`config.mk`:
```
export PLATFORM = sky130hd
export DESIGN_NAME = serial_subtractor
export DESIGN_NICKNAME = d
export VERILOG_FILES = /design/src/rtl/serial_subtractor.sv
export SDC_FILE = /design/constraint.sdc
export NUM_CORES = 1
export LEC_CHECK = 0
export ABC_AREA = 1
export ABC_CLOCK_PERIOD_IN_PS = 1400
export BUFFER_PORTS_ARGS = -buffer_cell sky130_fd_sc_hd__buf_2
export CORE_MARGIN = 4
export CORE_UTILIZATION = 46
export CTS_CLUSTER_DIAMETER = 120
export DETAILED_ROUTE_END_ITERATION = 6
export PLACE_DENSITY_LB_ADDON = 0.15
export RECOVER_POWER = 100
export SETUP_SLACK_MARGIN = 0.4
export SLEW_MARGIN = 40
export SYNTH_ARGS = -nofsm -noshare
export SYNTH_HDL_FRONTEND = slang
export SYNTH_SLANG_ARGS = --single-unit
```
`constraint.sdc`:
```
create_clock -name clk -period 1.4 [get_ports clk]
set_input_delay 0.21 -clock clk [delete_from_list [all_inputs] [get_ports clk]]
set_output_delay 0.21 -clock clk [all_outputs]
set_load 0.02 [all_outputs]
```
`src/rtl/serial_subtractor.sv`:
```
// ----------------------------------------------------------------------------
// serial_subtractor
//   Bit-serial WIDTH-bit subtractor: d = (a - b - bin) mod 2^WIDTH, one bit
//   per clock, LSB first, with a start/busy/done handshake. Companion to the
//   ripple-carry adder; trades latency (WIDTH+1 cycles per result) for area.
//
// Ports:
//   clk    in   system clock, rising edge
//   rst_n  in   asynchronous active-low reset
//   start  in   request, sampled only in IDLE or DONE
//   a      in   [WIDTH-1:0] minuend, captured on accepted start
//   b      in   [WIDTH-1:0] subtrahend, captured on accepted start
//   bin    in   borrow-in, captured on accepted start
//   busy   out  high while in RUN
//   done   out  one-cycle pulse when d/bo are updated
//   d      out  [WIDTH-1:0] difference, held until the next completion
//   bo     out  borrow-out, held until the next completion
//   ovf    out  signed overflow, held like d (only with SERIAL_SUB_OVF_EN)
//
// Build option: define SERIAL_SUB_OVF_EN to add the ovf output.
// ----------------------------------------------------------------------------
module serial_subtractor #(
    parameter int WIDTH = 4
) (
    input  logic             clk,
    input  logic             rst_n,
    input  logic             start,
    input  logic [WIDTH-1:0] a,
    input  logic [WIDTH-1:0] b,
    input  logic             bin,
    output logic             busy,
    output logic             done,
    output logic [WIDTH-1:0] d,
`ifdef SERIAL_SUB_OVF_EN
    output logic             ovf,
`endif
    output logic             bo
);

    localparam int CW = (WIDTH > 2) ? $clog2(WIDTH) : 1;
    localparam logic [CW-1:0] CNT_LAST = CW'(WIDTH - 1);

    typedef enum logic [1:0] {
        IDLE = 2'd0,
        RUN  = 2'd1,
        DONE = 2'd2
    } state_t;

    state_t state_q, state_d;

    logic [WIDTH-1:0] ra_q, ra_d;
    logic [WIDTH-1:0] rb_q, rb_d;
    logic [WIDTH-1:0] sr_q, sr_d;
    logic             br_q, br_d;
    logic [CW-1:0]    cnt_q, cnt_d;
    logic [WIDTH-1:0] d_q, d_d;
    logic             bo_q, bo_d;
`ifdef SERIAL_SUB_OVF_EN
    // Operand sign bits are kept aside because ra/rb are shifted away.
    logic             sa_q, sa_d;
    logic             sb_q, sb_d;
    logic             ovf_q, ovf_d;
`endif

    logic accept;
    logic last_bit;
    logic x, y, diff_bit, borrow_nxt;

    assign accept   = (state_q != RUN) && start;
    assign last_bit = (state_q == RUN) && (cnt_q == CNT_LAST);

    // One full-subtractor slice on the current LSBs.
    always_comb begin
        x          = ra_q[0];
        y          = rb_q[0];
        diff_bit   = x ^ y ^ br_q;
        borrow_nxt = (~x & y) | (~(x ^ y) & br_q);
    end

    // ------------------------------------------------------------------
    // FSM: state register
    // ------------------------------------------------------------------
    always_ff @(posedge clk or negedge rst_n) begin
        if (!rst_n) begin
            state_q <= IDLE;
        end else begin
            state_q <= state_d;
        end
    end

    // FSM: next state
    always_comb begin
        state_d = state_q;
        case (state_q)
            IDLE:    state_d = start ? RUN : IDLE;
            RUN:     state_d = last_bit ? DONE : RUN;
            DONE:    state_d = start ? RUN : IDLE;
            default: state_d = IDLE;
        endcase
    end

    // FSM: outputs
    always_comb begin
        busy = 1'b0;
        done = 1'b0;
        case (state_q)
            RUN:     busy = 1'b1;
            DONE:    done = 1'b1;
            default: ;
        endcase
    end

    // ------------------------------------------------------------------
    // Datapath
    // ------------------------------------------------------------------
    always_comb begin
        ra_d  = ra_q;
        rb_d  = rb_q;
        sr_d  = sr_q;
        br_d  = br_q;
        cnt_d = cnt_q;
        d_d   = d_q;
        bo_d  = bo_q;
`ifdef SERIAL_SUB_OVF_EN
        sa_d  = sa_q;
        sb_d  = sb_q;
        ovf_d = ovf_q;
`endif
        if (accept) begin
            ra_d  = a;
            rb_d  = b;
            br_d  = bin;
            sr_d  = '0;
            cnt_d = '0;
`ifdef SERIAL_SUB_OVF_EN
            sa_d  = a[WIDTH-1];
            sb_d  = b[WIDTH-1];
`endif
        end else if (state_q == RUN) begin
            ra_d  = {1'b0, ra_q[WIDTH-1:1]};
            rb_d  = {1'b0, rb_q[WIDTH-1:1]};
            sr_d  = {diff_bit, sr_q[WIDTH-1:1]};
            br_d  = borrow_nxt;
            cnt_d = cnt_q + 1'b1;
            if (last_bit) begin
                // The final diff bit is the result MSB, so load d from the
                // shifted value rather than waiting a cycle for sr_q.
                d_d  = {diff_bit, sr_q[WIDTH-1:1]};
                bo_d = borrow_nxt;
`ifdef SERIAL_SUB_OVF_EN
                ovf_d = (sa_q ^ sb_q) & (diff_bit ^ sa_q);
`endif
            end
        end
    end

    always_ff @(posedge clk or negedge rst_n) begin
        if (!rst_n) begin
            ra_q  <= '0;
            rb_q  <= '0;
            sr_q  <= '0;
            br_q  <= 1'b0;
            cnt_q <= '0;
            d_q   <= '0;
            bo_q  <= 1'b0;
`ifdef SERIAL_SUB_OVF_EN
            sa_q  <= 1'b0;
            sb_q  <= 1'b0;
            ovf_q <= 1'b0;
`endif
        end else begin
            ra_q  <= ra_d;
            rb_q  <= rb_d;
            sr_q  <= sr_d;
            br_q  <= br_d;
            cnt_q <= cnt_d;
            d_q   <= d_d;
            bo_q  <= bo_d;
`ifdef SERIAL_SUB_OVF_EN
            sa_q  <= sa_d;
            sb_q  <= sb_d;
            ovf_q <= ovf_d;
`endif
        end
    end

    assign d  = d_q;
    assign bo = bo_q;
`ifdef SERIAL_SUB_OVF_EN
    assign ovf = ovf_q;
`endif

endmodule
```
==> metrics.cfg <==
[run_status]
run_status=finished, final reports clean

[global_route]
grt_max_degree=22
antenna_found_initial=0
grt_pass1_wl_um=3440
grt_pass1_vias=763
grt_usage=0.170
grt-ovfl-total=0

[detailed_routing]
finalWirelength_um=2020
drtAntennaViolNets=0
drc=0
via_per_inst=4.91
first_pass_iters=4
drtIter0Drc=20
dr_total_vias=805
routedWlPerCell_um=12.3

[power_and_ir_drop]
p_leak_uw=0.000623
ir_worst_vdd_mv=0.915
power_density_nw_per_um2=2230

[synth]
synthCells=104
yosys.area_share.simple=0.317
synth_cell_types=14
ys_top_cells_by_area=dfrtp_1, nand3_1, nand2_1
syn_area_um2=958
avgSynthCellArea_um2=9.22
yosys.area_share.adder=0.0339
synth_mux_area_frac=0
synth_top_family_by_area=simple AND/OR/NAND/NOR gates
synth-compound-area-share=0.0170
synth-seq-cells=21
synth_top_cell_by_area=dfrtp_1
synth_top_area_share=0.548
syn-num-nets=118
ys_warn_count=0
synthXorXnorAreaFrac=0
yosysSeqAreaShare=0.548

[timing]
min_period_ns=1.24
rsz0062_at_grt=true
tns_ns=0
maxSlewViolCount=0
clock-skew-final_ns=0.00448
min_period_over_period=0.887
fmax_mhz=805
relSlewSlack=0.651
worst_pin_slew_ns=0.523
finalHoldViolations=0
setup_viol=0

[final_layout]
postLayoutCoreUtil=0.608
drive_above_1_share=0.292
nets=152
final_cell_mix=nand2_1, nand3_1, dfrtp_1
syn2layout_area_growth_pct=24.5
antennaDiodeCount=0
final_common_cell=nand2_1

[setup_path]
worstPathRequired_ns=1.19
regToRegSetupSlack_ns=0.17
start_kind=flip-flop
end_kind=primary output
r2r_start=state_q[1]$_DFF_PN0_
critPathMaxFanout=2
critical_path_class=flip-flop to primary output
cpMaxStageDelayCell=dfrtp_1
crit_chain=inv_2 -> nor2_1 -> clkbuf_2
critPathMaxStageDelay_ns=0.43
cp-startpoint=state_q[1]$_DFF_PN0_
arrival_ns=1.03

[clock_tree]
cts.sinks=21
root_buffer=clkbuf_4
clk_pin_slew_ns=0.12
h-tree-depth=1
cts_buffer_depth=2
tritoncts=built
cts_buffers=3
worstSkewPairLatency_ns=0.30

[placed_design]
dpl.hpwl_um=1150
gp_congestion=0.693
portBuffers=18

[die]
rows=16
dieArea_um2=2880
dieHeight_um=53.6
ios=19
die_w_um=53.6
coreArea_um2=1960
start_util=0.489

[run]
max_cap_viol_count=0

[worst_hold_path]
hold_start=a[3]
hp-class=input port to flip-flop

-- registers in the layout, summed over array words and instances, names as in the netlist --
name     flops
rb_q         4
br_q         1
cnt_q        2
sr_q         3
ra_q         4
state_q      2
d            4
bo           1
-- power by group --
part           internal [uW]  total (uW)  switching, uW
registers                870        1030            158
logic                    571        1340            771
clock network            111         293            182
-- path summary, 6_finish.rpt --
kind / to / cells after the start
worst min register to register: d[0]$_DFFE_PN0P_ / 2
min in group asynchronous: d[2]$_DFFE_PN0P_ / 2
worst max-delay path: done / 3
worst max register to register: cnt_q[0]$_DFFE_PN0P_ / 5
max in group asynchronous: sr_q[1]$_DFFE_PN0P_ / 2
worst min-delay path: ra_q[3]$_DFFE_PN0P_ / 3
-- per-stage QoR --
stage	instance area [um2]	power, uW	hold WS (ns)	worst slack (ns)	std cells
final	1190	2660	0.135	0.158	164
after floorplan	958	1860	-0.0856	0.333	104
after detailed placement	1040	2050	0.196	0.295	145
after global placement	1040	2010	0.193	0.316	145
after CTS	1220	2760	0.130	0.165	160
after global routing	1190	2910	0.139	0.0704	164
-- cell families (layout without fill, tap and decap cells) --
group,count (synthesis),count (layout)
and+or+nand+nor,65,67
DFF,21,21
buffers and inverters,13,44
AOI/OAI and AO/OA,3,3
adders and majority gates,2,2
-- repair_timing --
action / in CTS / in global routing
cloned: 2 / 0
setup buffers: 8 / 4
hold buffers: 1 / 0
hold endpoints to repair: 21 / 0
pin swaps: 4 / 4
setup endpoints to repair: 20 / 28
gates resized for setup: 19 / 2
-- metal layers --
metal | vias to the layer above | share of wire | global-route usage
li1 | 408 | - | -
met2 | 20 | 0.47 | 0.271
met5 | - | 0 | 0
met4 | 0 | 0.020 | 0.0979
met3 | 4 | 0.050 | 0.0277
met1 | 373 | 0.46 | 0.218
-- critical path, delay by kind of cell (launching register included) --
family | cells | cell delay (ns)
DFF | 1 | 0.43
buffers and inverters | 2 | 0.23
and+or+nand+nor | 1 | 0.08
-- area by class of cell --
type	instances	area, um2
Clock buffer	4	26.3
Fill cell	197	768
Inverter	8	30.0
Multi-Input combinational cell	72	379
Sequential cell	21	526
Tap cell	27	33.8
Timing Repair Buffer	32	199
-- cell usage after synthesis --
cell type,count
nand2_1,31
nand3_1,30
dfrtp_1,21
inv_1,5
buf_6,4
inv_2,3
nor2_4,2
o21ai_1,2
buf_2,1
fa_1,1
ha_1,1
nand2_4,1
nor2_1,1
o22ai_1,1
(Power assumes the default switching activity.)
